File: src/rtl/ps2_pkg.sv
// Shared definitions for the PS/2 host controller: FSM states, frame size, timeout constant.
// Latency: n/a (declarations only).
// Backpressure: n/a.
package ps2_pkg;

    // Host-to-device transmit sequence.
    typedef enum logic [2:0] {
        IDLE      = 3'd0,
        INHIBIT   = 3'd1,
        RTS       = 3'd2,
        SEND      = 3'd3,
        ACK       = 3'd4,
        WAIT_IDLE = 3'd5
    } ps2_state_t;

    // Device clock falling edges consumed in SEND: 8 data, parity, stop.
    localparam int FRAME_BITS = 10;

    // Silence on the device clock that aborts a transmit, in milliseconds.
    localparam int TIMEOUT_MS = 15;

    // PS/2 uses odd parity: data plus parity bit holds an odd number of ones.
    function automatic logic odd_parity(input logic [7:0] d);
        return ~(^d);
    endfunction

endpackage

File: src/rtl/ps2_edge_det.sv
// Synchronises a raw PS/2 line, debounces it and flags stable-high to stable-low edges.
// Latency: 11 clk from raw change to level/fall (2 sync flops + 8-sample window + output flop).
// Backpressure: none; fall is a single-cycle pulse.
// Ports: line_i raw level in; level filtered level out; fall one-cycle falling-edge pulse.
module ps2_edge_det (
    input  logic clk,
    input  logic rst_n,
    input  logic line_i,
    output logic level,
    output logic fall
);

    logic [1:0] sync;
    logic [7:0] hist;

    // Idle PS/2 lines float high, so everything resets to the high state.
    always_ff @(posedge clk or negedge rst_n) begin
        if (!rst_n) begin
            sync  <= 2'b11;
            hist  <= 8'hFF;
            level <= 1'b1;
            fall  <= 1'b0;
        end else begin
            sync <= {sync[0], line_i};
            hist <= {hist[6:0], sync[1]};
            // The level only moves when the whole window agrees; otherwise it holds.
            if (hist == 8'hFF) begin
                level <= 1'b1;
            end else if (hist == 8'h00) begin
                level <= 1'b0;
            end
            fall <= level && (hist == 8'h00);
        end
    end

endmodule

File: src/rtl/ps2_host_ctrl.sv
// PS/2 host: sends one command byte to the device and buffers received bytes in a FIFO.
// Latency: cmd accepted in 1 clk; line inhibit starts next clk; received byte readable 1 clk after rx_valid.
// Backpressure: cmd_ready only in IDLE; receive bytes dropped (sticky rx_overflow) when FIFO full.
// Ports: ps2_*_i raw lines, ps2_*_oe open-drain pull-low enables, rx_* receiver byte stream,
//        cmd_* command handshake, fifo_* pop side, tx_*/rx_overflow status, clr_status clears overflow.
// Optional: define PS2_HOST_CTRL_TIMEOUT_EN to abort a transmit after 15 ms without a device clock edge.
module ps2_host_ctrl
    import ps2_pkg::*;
#(
    parameter int CLOCK_FREQ_HZ = 12000000,
    parameter int INHIBIT_US    = 100,
    parameter int FIFO_DEPTH    = 8
) (
    input  logic       clk,
    input  logic       resetn,
    input  logic       ps2_clk_i,
    input  logic       ps2_dat_i,
    output logic       ps2_clk_oe,
    output logic       ps2_dat_oe,
    input  logic [7:0] rx_data,
    input  logic       rx_valid,
    input  logic       rx_error,
    input  logic [7:0] cmd_data,
    input  logic       cmd_valid,
    output logic       cmd_ready,
    input  logic       fifo_rd,
    output logic [7:0] fifo_data,
    output logic       fifo_empty,
    output logic       tx_busy,
    output logic       tx_done,
    output logic       tx_nack,
    output logic       tx_timeout,
    output logic       rx_overflow,
    input  logic       clr_status
);

    localparam longint INH_RAW        = longint'(CLOCK_FREQ_HZ) * longint'(INHIBIT_US) / 64'd1000000;
    localparam int     INHIBIT_CYCLES = (INH_RAW < 1) ? 1 : int'(INH_RAW);
    localparam int     INH_W          = $clog2(INHIBIT_CYCLES + 1);
    localparam int     AW             = $clog2(FIFO_DEPTH);

    // ---------------- line filters ----------------
    logic clk_level, clk_fall, dat_level, dat_fall_unused;

    ps2_edge_det u_clk_det (
        .clk    (clk),
        .rst_n  (resetn),
        .line_i (ps2_clk_i),
        .level  (clk_level),
        .fall   (clk_fall)
    );

    ps2_edge_det u_dat_det (
        .clk    (clk),
        .rst_n  (resetn),
        .line_i (ps2_dat_i),
        .level  (dat_level),
        .fall   (dat_fall_unused)
    );

    // ---------------- transmit FSM ----------------
    ps2_state_t       state, state_nxt;
    logic [9:0]       tx_sh;      // remaining bits, LSB next: data, parity, stop
    logic             cur_bit;    // bit currently presented on the data line
    logic [3:0]       bit_cnt;
    logic [INH_W-1:0] inh_cnt;
    logic             started;    // holds cmd_ready low for the first clk after reset
    logic             load, shift, done_set, nack_set;

`ifdef PS2_HOST_CTRL_TIMEOUT_EN
    localparam int TO_CYCLES = int'(longint'(CLOCK_FREQ_HZ) * longint'(TIMEOUT_MS) / 64'd1000);
    localparam int TO_W      = $clog2(TO_CYCLES + 1);
    logic [TO_W-1:0] to_cnt;
    logic            to_set, to_q;
`endif

    always_comb begin
        state_nxt  = state;
        ps2_clk_oe = 1'b0;
        ps2_dat_oe = 1'b0;
        cmd_ready  = 1'b0;
        load       = 1'b0;
        shift      = 1'b0;
        done_set   = 1'b0;
        nack_set   = 1'b0;
`ifdef PS2_HOST_CTRL_TIMEOUT_EN
        to_set     = 1'b0;
`endif
        case (state)
            IDLE: begin
                cmd_ready = started;
                if (cmd_valid && started) begin
                    load      = 1'b1;
                    state_nxt = INHIBIT;
                end
            end
            INHIBIT: begin
                ps2_clk_oe = 1'b1;
                if (inh_cnt == '0) state_nxt = RTS;
            end
            RTS: begin
                // Data goes low (start bit) while clock is still held, then clock is released.
                ps2_clk_oe = 1'b1;
                ps2_dat_oe = 1'b1;
                state_nxt  = SEND;
            end
            SEND: begin
                ps2_dat_oe = ~cur_bit;
                if (clk_fall) begin
                    shift = 1'b1;
                    if (bit_cnt == 4'(FRAME_BITS - 1)) state_nxt = ACK;
                end
            end
            ACK: begin
                if (clk_fall) begin
                    done_set  = ~dat_level;
                    nack_set  = dat_level;
                    state_nxt = WAIT_IDLE;
                end
            end
            WAIT_IDLE: begin
                if (clk_level && dat_level) state_nxt = IDLE;
            end
            default: state_nxt = IDLE;
        endcase
`ifdef PS2_HOST_CTRL_TIMEOUT_EN
        // A device edge in the same cycle as expiry still counts as progress.
        if ((state == RTS || state == SEND || state == ACK) && !clk_fall &&
            (to_cnt == TO_W'(TO_CYCLES - 1))) begin
            to_set    = 1'b1;
            state_nxt = WAIT_IDLE;
        end
`endif
    end

    always_ff @(posedge clk or negedge resetn) begin
        if (!resetn) begin
            state    <= IDLE;
            tx_sh    <= '0;
            cur_bit  <= 1'b1;
            bit_cnt  <= '0;
            inh_cnt  <= '0;
            started  <= 1'b0;
            tx_done  <= 1'b0;
            tx_nack  <= 1'b0;
        end else begin
            state   <= state_nxt;
            started <= 1'b1;
            tx_done <= done_set;
            tx_nack <= nack_set;
            if (load) begin
                tx_sh   <= {1'b1, odd_parity(cmd_data), cmd_data};
                cur_bit <= 1'b0;
                bit_cnt <= '0;
                inh_cnt <= INH_W'(INHIBIT_CYCLES - 1);
            end else begin
                if (state == INHIBIT && inh_cnt != '0) inh_cnt <= inh_cnt - 1'b1;
                if (shift) begin
                    cur_bit <= tx_sh[0];
                    tx_sh   <= {1'b1, tx_sh[9:1]};
                    bit_cnt <= bit_cnt + 1'b1;
                end
            end
        end
    end

`ifdef PS2_HOST_CTRL_TIMEOUT_EN
    // Counts cycles since RTS or since the last device clock edge.
    always_ff @(posedge clk or negedge resetn) begin
        if (!resetn) begin
            to_cnt <= '0;
            to_q   <= 1'b0;
        end else begin
            to_q <= to_set;
            if ((state == RTS || state == SEND || state == ACK) && !clk_fall &&
                (to_cnt != TO_W'(TO_CYCLES - 1))) begin
                to_cnt <= to_cnt + 1'b1;
            end else begin
                to_cnt <= '0;
            end
        end
    end
    assign tx_timeout = to_q;
`else
    assign tx_timeout = 1'b0;
`endif

    assign tx_busy = (state != IDLE);

    // ---------------- receive FIFO ----------------
    logic [7:0]  mem [FIFO_DEPTH];
    logic [AW:0] wr_ptr, rd_ptr;
    logic [7:0]  hold_q;
    logic        full, push_req, push, pop, ovf_evt;

    assign fifo_empty = (wr_ptr == rd_ptr);
    assign full       = (wr_ptr[AW] != rd_ptr[AW]) && (wr_ptr[AW-1:0] == rd_ptr[AW-1:0]);
    // Bytes arriving during a transmit are our own frame echoed back by the receiver.
    assign push_req   = (state == IDLE) && rx_valid && !rx_error;
    assign pop        = fifo_rd && !fifo_empty;
    assign push       = push_req && (!full || pop);
    assign ovf_evt    = push_req && full && !pop;
    assign fifo_data  = fifo_empty ? hold_q : mem[rd_ptr[AW-1:0]];

    always_ff @(posedge clk) begin
        if (push) mem[wr_ptr[AW-1:0]] <= rx_data;
    end

    always_ff @(posedge clk or negedge resetn) begin
        if (!resetn) begin
            wr_ptr      <= '0;
            rd_ptr      <= '0;
            hold_q      <= '0;
            rx_overflow <= 1'b0;
        end else begin
            if (push) wr_ptr <= wr_ptr + 1'b1;
            if (pop) begin
                rd_ptr <= rd_ptr + 1'b1;
                hold_q <= mem[rd_ptr[AW-1:0]];
            end
            if (ovf_evt) begin
                rx_overflow <= 1'b1;
            end else if (clr_status) begin
                rx_overflow <= 1'b0;
            end
        end
    end

endmodule

File: config.mk
export PLATFORM = sky130hd
export DESIGN_NAME = ps2_host_ctrl
export DESIGN_NICKNAME = d
export VERILOG_FILES = /design/src/rtl/ps2_pkg.sv /design/src/rtl/ps2_edge_det.sv /design/src/rtl/ps2_host_ctrl.sv
export SDC_FILE = /design/constraint.sdc
export NUM_CORES = 1
export LEC_CHECK = 0
export CORE_MARGIN = 2
export CORE_UTILIZATION = 35
export CTS_CLUSTER_DIAMETER = 50
export CTS_CLUSTER_SIZE = 25
export DETAILED_ROUTE_END_ITERATION = 8
export PLACE_DENSITY = 0.53
export SYNTH_ARGS = -nofsm -noshare
export SYNTH_HDL_FRONTEND = slang
export SYNTH_SLANG_ARGS = --single-unit
File: constraint.sdc
create_clock -name clk -period 3.2 [get_ports clk]
set_input_delay 0.32 -clock clk [delete_from_list [all_inputs] [get_ports clk]]
set_output_delay 0.32 -clock clk [all_outputs]
set_load 0.005 [all_outputs]
==> run metrics, run 1 <==
final worst clock skew roughly 0.0066 ns; CTS Buf Count 17; Fmax 357 MHz; Reg clk slew, reported paths about 0.060 ns; status complete, no violations; Area contributors post-synth edfxtp_1 34%, dfrtp_1 22%, dfstp_2 11%, mux4_2 6.3%, nand2_1 2.4%; internal power 4.04 mW; Comb pwr share roughly 28%; synthesized flop and latch total roughly 140; final setup vio count 0; Final min period 2.80 ns; first-pass GRT wire length between 15 and 20 mm; Setup crit start rd_ptr[0]; Net Count, Synth roughly 440; Critical R2R Launch state[1]; Synth Instances between 400 and 500; WP data required between 2 and 3 ns; Slew @ Worst Pin 0.666 ns; Die Y 131 um; Ant. Diodes 0; Fin Setup TNS 0 ns; violation count after the first detailed-route iteration 136; Post-synth EDFFs 64; CTS tree yes; # H-tree levels 4; Setup crit end kind output port; Synth area leader edfxtp_1; max_slew headroom 55.6%; area of the core 0.0159 mm2; Max Root-Sink Buffers 2; die area 0.0173 mm2; PD cells ~850 mW/mm2; RSZ-0062 raised after global routing false; crit-path max FO 20; Synth cell types 50; Final Hold Fails 0; Post-Syn Area 0.00569 mm2; Layout area overhead 21.0%; Final #Nets between 400 and 500; GP Congestion 0.735; yosys warns 0; Setup Crit Path Kind reg -> out; Root Driver clkbuf_16; clock power share 31.3%; I/O Buffers 40; Max Slew Vio Count 0; Skew-Pair Late Insertion Delay 0.42 ns; Fin Hold WS 0.317 ns; share of cells above drive strength 1 18.4%; vias in the first global route 3,466; Vias between 3,000 and 4,000; Die X roughly 130 um; Fill cells 1,499; Worst Hold Launch ps2_dat_i; DRC 0; Design Power 5.82 mW; post-synth top area share about 34%; sequential cell area fraction in the yosys report between 60% and 70%; VDD IR max 0.408 mV; hold buffer count at CTS 1; GRT Total Usage 14.0%; Crit path arrival time around 2.5 ns; Startpoint Class register; setup bufs post-CTS 0; row cnt 46; leakage power 2.58 nW; Post-Synthesis Mean Instance Area roughly 14 um2; I/O pin count 42; initial core utilization 35.8%; commonest non-fill, non-tap cell in the layout edfxtp_1; leading cell types in the layout, fill and taps excluded 64 x edfxtp_1, 49 x dfrtp_1, 39 x clkdlybuf4s50_1, 37 x nand2_1, 29 x nor2_1; Switch Pwr 1.78 mW; HPWL after DPL roughly 7.2 mm; clock sinks 136; Post-synth ARST share 52.9%; final WL 11.1 mm; switching share of power between 30 and 40%; sequential share of power 41.0%; HP Class in -> reg; Pre-Repair DR Iteration Count 4; antenna viol nets, final 0; initial antenna violation count 0; vias per std cell 4.91; GRT overflow 0; post-CTS sizing 0; top_reg_cell synth edfxtp_1; period utilization about 90%; post-DR wirelength/cell 16.1 um; largest net degree at the start of global routing 52; max-cap check violation count 0
-- routing by layer --
metal,routed length [um],GRT usage (%)
met4,221,6.76
met1,5090,18.2
met2,5350,21.4
met5,0,0
met3,415,4.21
-- cells by family (layout without fill, tap and decap cells) --
| group | after synthesis | count (layout) | share of synthesized area (%) |
|---|---|---|---|
| AOI/OAI and AO/OA | 56 | 56 | 5.81 |
| xor gates and xnor gates | 21 | 21 | 3.24 |
| adders and majority gates | 5 | 5 | 1.10 |
| buffers and inverters | 33 | 93 | 2.64 |
| DFF | 136 | 136 | 66.0 |
| muxes | 30 | 30 | 8.85 |
| other | 2 | 2 | 0.132 |
| and+or+nand+nor | 129 | 129 | 12.2 |
-- state kept, by name (all words and copies together) (netlist names), 8 cells and up --
name and flops:
u_dat_det.hist 8, u_clk_det.hist 8, tx_sh 10, inh_cnt 11
hold_q 8, mem 64
-- worst paths after layout --
| path | slack (ns) | cells past startpoint | endpoint |
|---|---|---|---|
| worst max-delay path | 0.40 | 5 | fifo_data[4] |
| worst min-delay path | 0.32 | 1 | u_dat_det.sync[0] |
| min in group asynchronous | 0.44 | 3 | tx_sh[5] |
| max in group asynchronous | 2.18 | 3 | tx_nack |
| worst min register to register | 0.35 | 0 | u_clk_det.sync[1] |
| worst max register to register | 0.82 | 4 | mem[6][5] |
-- cell usage after synthesis, types with 9 or more instances --
library cell and number:
dfrtp_1 49, mux2i_1 12, xnor2_1 14, a21oi_1 18, dfstp_2 23, inv_1 12, mux4_2 16, o21ai_0 16
nor2_1 29, nand2_1 37, edfxtp_1 64, nand4_1 9, nand3_1 13
-- critical path, cell delays in order, from the launching register on --
cell	delay, ns
dfrtp_1	0.32
buf_4	0.36
mux4_2	0.58
mux2i_1	0.21
a21oi_1	0.12
clkdlybuf4s50_1	0.45
-- stage by stage --
step,setup slack (ns),util (%),area (um2),std cells
2_1_floorplan,0.661,-,5690,412
3_3_place_gp,0.799,39.7,6310,656
3_5_place_dp,0.763,39.7,6310,656
4_1_cts,0.356,43.3,6880,688
5_1_grt,0.250,43.3,6880,688
6_report,0.401,43.3,6880,688
-- layout make-up --
| cell class | instances | area, um2 | share of cell area [%] |
|---|---|---|---|
| flip-flops and latches | 136 | 3750 | 54.6 |
| multi-input cells | 243 | 1780 | 25.9 |
| repair buffers | 50 | 473 | 6.88 |
| clock buffers | 18 | 429 | 6.24 |
| well taps | 216 | 270 | 3.93 |
| clock inverters | 13 | 124 | 1.80 |
| inverters | 12 | 45.0 | 0.655 |
-- power by group through the flow --
stage | Clock (mW) | Combinational, mW | Sequential (mW)
detailed placement | 0 | 1.63 | 2.42
global route | 1.96 | 1.81 | 2.44
global placement | 0 | 1.61 | 2.41
floorplan | 0 | 1.11 | 2.32
CTS | 1.87 | 1.64 | 2.39
finish | 1.82 | 1.61 | 2.39
No activity file was read; power rests on OpenSTA's default activity.
==> inputs of run 2 (changes only) <==
--- a/config.mk
+++ b/config.mk
@@ -5,12 +5,14 @@
 export SDC_FILE = /design/constraint.sdc
 export NUM_CORES = 1
 export LEC_CHECK = 0
-export CORE_MARGIN = 2
+export CORE_MARGIN = 4
 export CORE_UTILIZATION = 35
 export CTS_CLUSTER_DIAMETER = 50
 export CTS_CLUSTER_SIZE = 25
 export DETAILED_ROUTE_END_ITERATION = 8
+export GPL_TIMING_DRIVEN = 0
 export PLACE_DENSITY = 0.53
 export SYNTH_ARGS = -nofsm -noshare
 export SYNTH_HDL_FRONTEND = slang
+export SYNTH_HIERARCHICAL = 1
 export SYNTH_SLANG_ARGS = --single-unit
==> run 2 against run 1 <==
Global-route usage decreased by 0.94 points. Setup slack got worse by 0.22 ns. Combinational power decreased by 32%. Cell area increased by 1.5%. Critical path type unchanged. Critical endpoint is now fifo_data[7]. Largest cell class unchanged. Highest routed layer unchanged.
==> run metrics, run 2 <==
GP Congestion 0.797; worst reg-to-reg setup slack 0.24 ns; Synth Instances around 410; PD cells 732 mW/mm2; Critical R2R Capture mem[3][7]; status complete, no violations; switching share of power 27.4%; clock power share 38.9%; final setup vio count 0; GRT Total Usage 13.1%; Switch Pwr roughly 1.4 mW; die area 0.0183 mm2; Root Driver clkbuf_16; max_slew headroom between 30% and 40%; max-cap check violation count 0; I/O pin count 42; yosys warns 6; crit-path max FO 10; Final min period 3.02 ns; Fmax 331 MHz; Slew @ Worst Pin 0.907 ns; Fin Hold WS 0.0224 ns; worst r2r path cells 4; violation count after the first detailed-route iteration 208; Crit path arrival time 2.70 ns; Max Root-Sink Buffers 2; sequential share of power 39.6%; VDD IR max 0.407 mV; non-filler cells in the finished layout just under 700; initial antenna violation count 0; # H-tree levels 4; Pre-Repair DR Iteration Count 5; Startpoint Class register; Post-Synthesis Mean Instance Area roughly 14 um2; RSZ-0062 raised after global routing false; leakage power between 2 and 3 nW; largest net degree at the start of global routing 73; I/O Buffers 40; Ant. Diodes 0; Reg clk slew, reported paths 0.06 ns; Net Count, Synth 436; Final #Nets 497; Skew-Pair Late Insertion Delay 0.42 ns; Setup crit start rd_ptr[1]; vias in the first global route 3,513; HPWL after DPL between 7 and 8 mm; Comb pwr share between 20% and 30%; multi-input logic area 0.00179 mm2; CTS Buf Count 17; GRT overflow 0; Die X between 100 and 150 um; FF/Latch Area between 0.003 and 0.004 mm2; leading cell types in the layout, fill and taps excluded 64 x edfxtp_1, 49 x dfrtp_1, 39 x clkdlybuf4s50_1, 37 x nand2_1, 26 x nor2_1; share of cells above drive strength 1 19.8%; final WL 11.1 mm; internal power between 3 and 4 mW; initial core utilization 35.7%; area of the core 0.0159 mm2; clock sinks roughly 140; Die Y 135 um; DRC 0; Worst Setup EP fifo_data[7]; Setup Crit Path Kind reg -> out; first-pass GRT wire length 18.3 mm; final worst clock skew ~0.013 ns; antenna viol nets, final 0; WP data required 2.88 ns; Vias 3,370; Critical R2R Launch state[0]; Layout area overhead 23.1%; CTS tree yes; Final Hold Fails 0; Max Slew Vio Count 0; post-DR wirelength/cell 16.0 um; Post-Syn Area 0.00567 mm2; hold buffer count at CTS 0; HP Class in -> async; vias per std cell 4.84; Setup crit end kind output port; period utilization 94.3%; post-route core utilization 44.0%; row cnt 46; Fill cells 1,452; commonest non-fill, non-tap cell in the layout edfxtp_1; Largest register FFs 64; DP Cell Count 663
## run 2: cell types whose count changed in the layout (fill, tap and decap cells not counted), sizes merged, moves of 3 or more
cell      before  now
clkbuf        18   34
nand3         13    7
clkinvlp       5    1
a31oi          8   11
inv           15   18
nor2          29   26
o2bb2ai        0    3
## run 2: through the flow
step	area (um2)	power [mW]	setup slack, ns	setup TNS, ns
finish	6980	5.11	0.181	0
global route	6980	5.38	0.00562	0
CTS	6980	5.18	0.0246	0
detailed placement	6350	3.16	0.207	0
global placement	6340	3.15	-0.642	-32.58
floorplan	5670	2.69	1.04	0
## run 2: final cells by class
type / count / area share, %
plain buffers: 22 / 1.51
clock buffers: 17 / 6.09
clock inverters: 15 / 2.65
inverters: 12 / 0.645
multi-input cells: 236 / 25.6
flip-flops and latches: 136 / 53.7
well taps: 216 / 3.87
repair buffers: 42 / 5.91
## run 2: worst min-delay path by stage
stage | to | slack (ns) | cells after the start
after floorplan | bit_cnt[0] | 0.02 | 0
after global placement | u_dat_det/hist[0] | 0.35 | 0
after detailed placement | u_clk_det/sync[1] | 0.35 | 0
after CTS | tx_sh[4] | 0.06 | 1
after global routing | tx_sh[9] | 0.09 | 1
final | tx_sh[9] | 0.02 | 1
## run 2: power by group through the flow
stage	Combinational, mW	Clock [mW]	Sequential (mW)
floorplan	0.655	0	2.04
global placement	1.09	0	2.05
detailed placement	1.10	0	2.06
CTS	1.11	2.04	2.02
global route	1.22	2.13	2.04
finish	1.10	1.99	2.02
## run 2: critical path: stages, from the launching register on
cell,delay (ns)
dfrtp_1,0.34
buf_2,0.29
clkbuf_2,0.37
mux4_2,0.37
mux2i_2,0.28
a21oi_1,0.16
clkdlybuf4s50_1,0.49
## run 2: what timing repair did
action,CTS,global route
gates cloned,0,0
gates resized for setup,2,2
pin swaps,1,0
endpoints found under the hold margin,0,0
setup endpoints to repair,5,4
setup buffers,1,0
## run 2: per-layer routing
| layer | wire, um | track usage (%) | vias to the layer above |
|---|---|---|---|
| met5 | 0 | 0 | - |
| met4 | 160 | 4.37 | 0 |
| met3 | 390 | 4.53 | 13 |
| met2 | 5560 | 20.9 | 45 |
| met1 | 5020 | 16.7 | 1685 |
| li1 | - | - | 1627 |
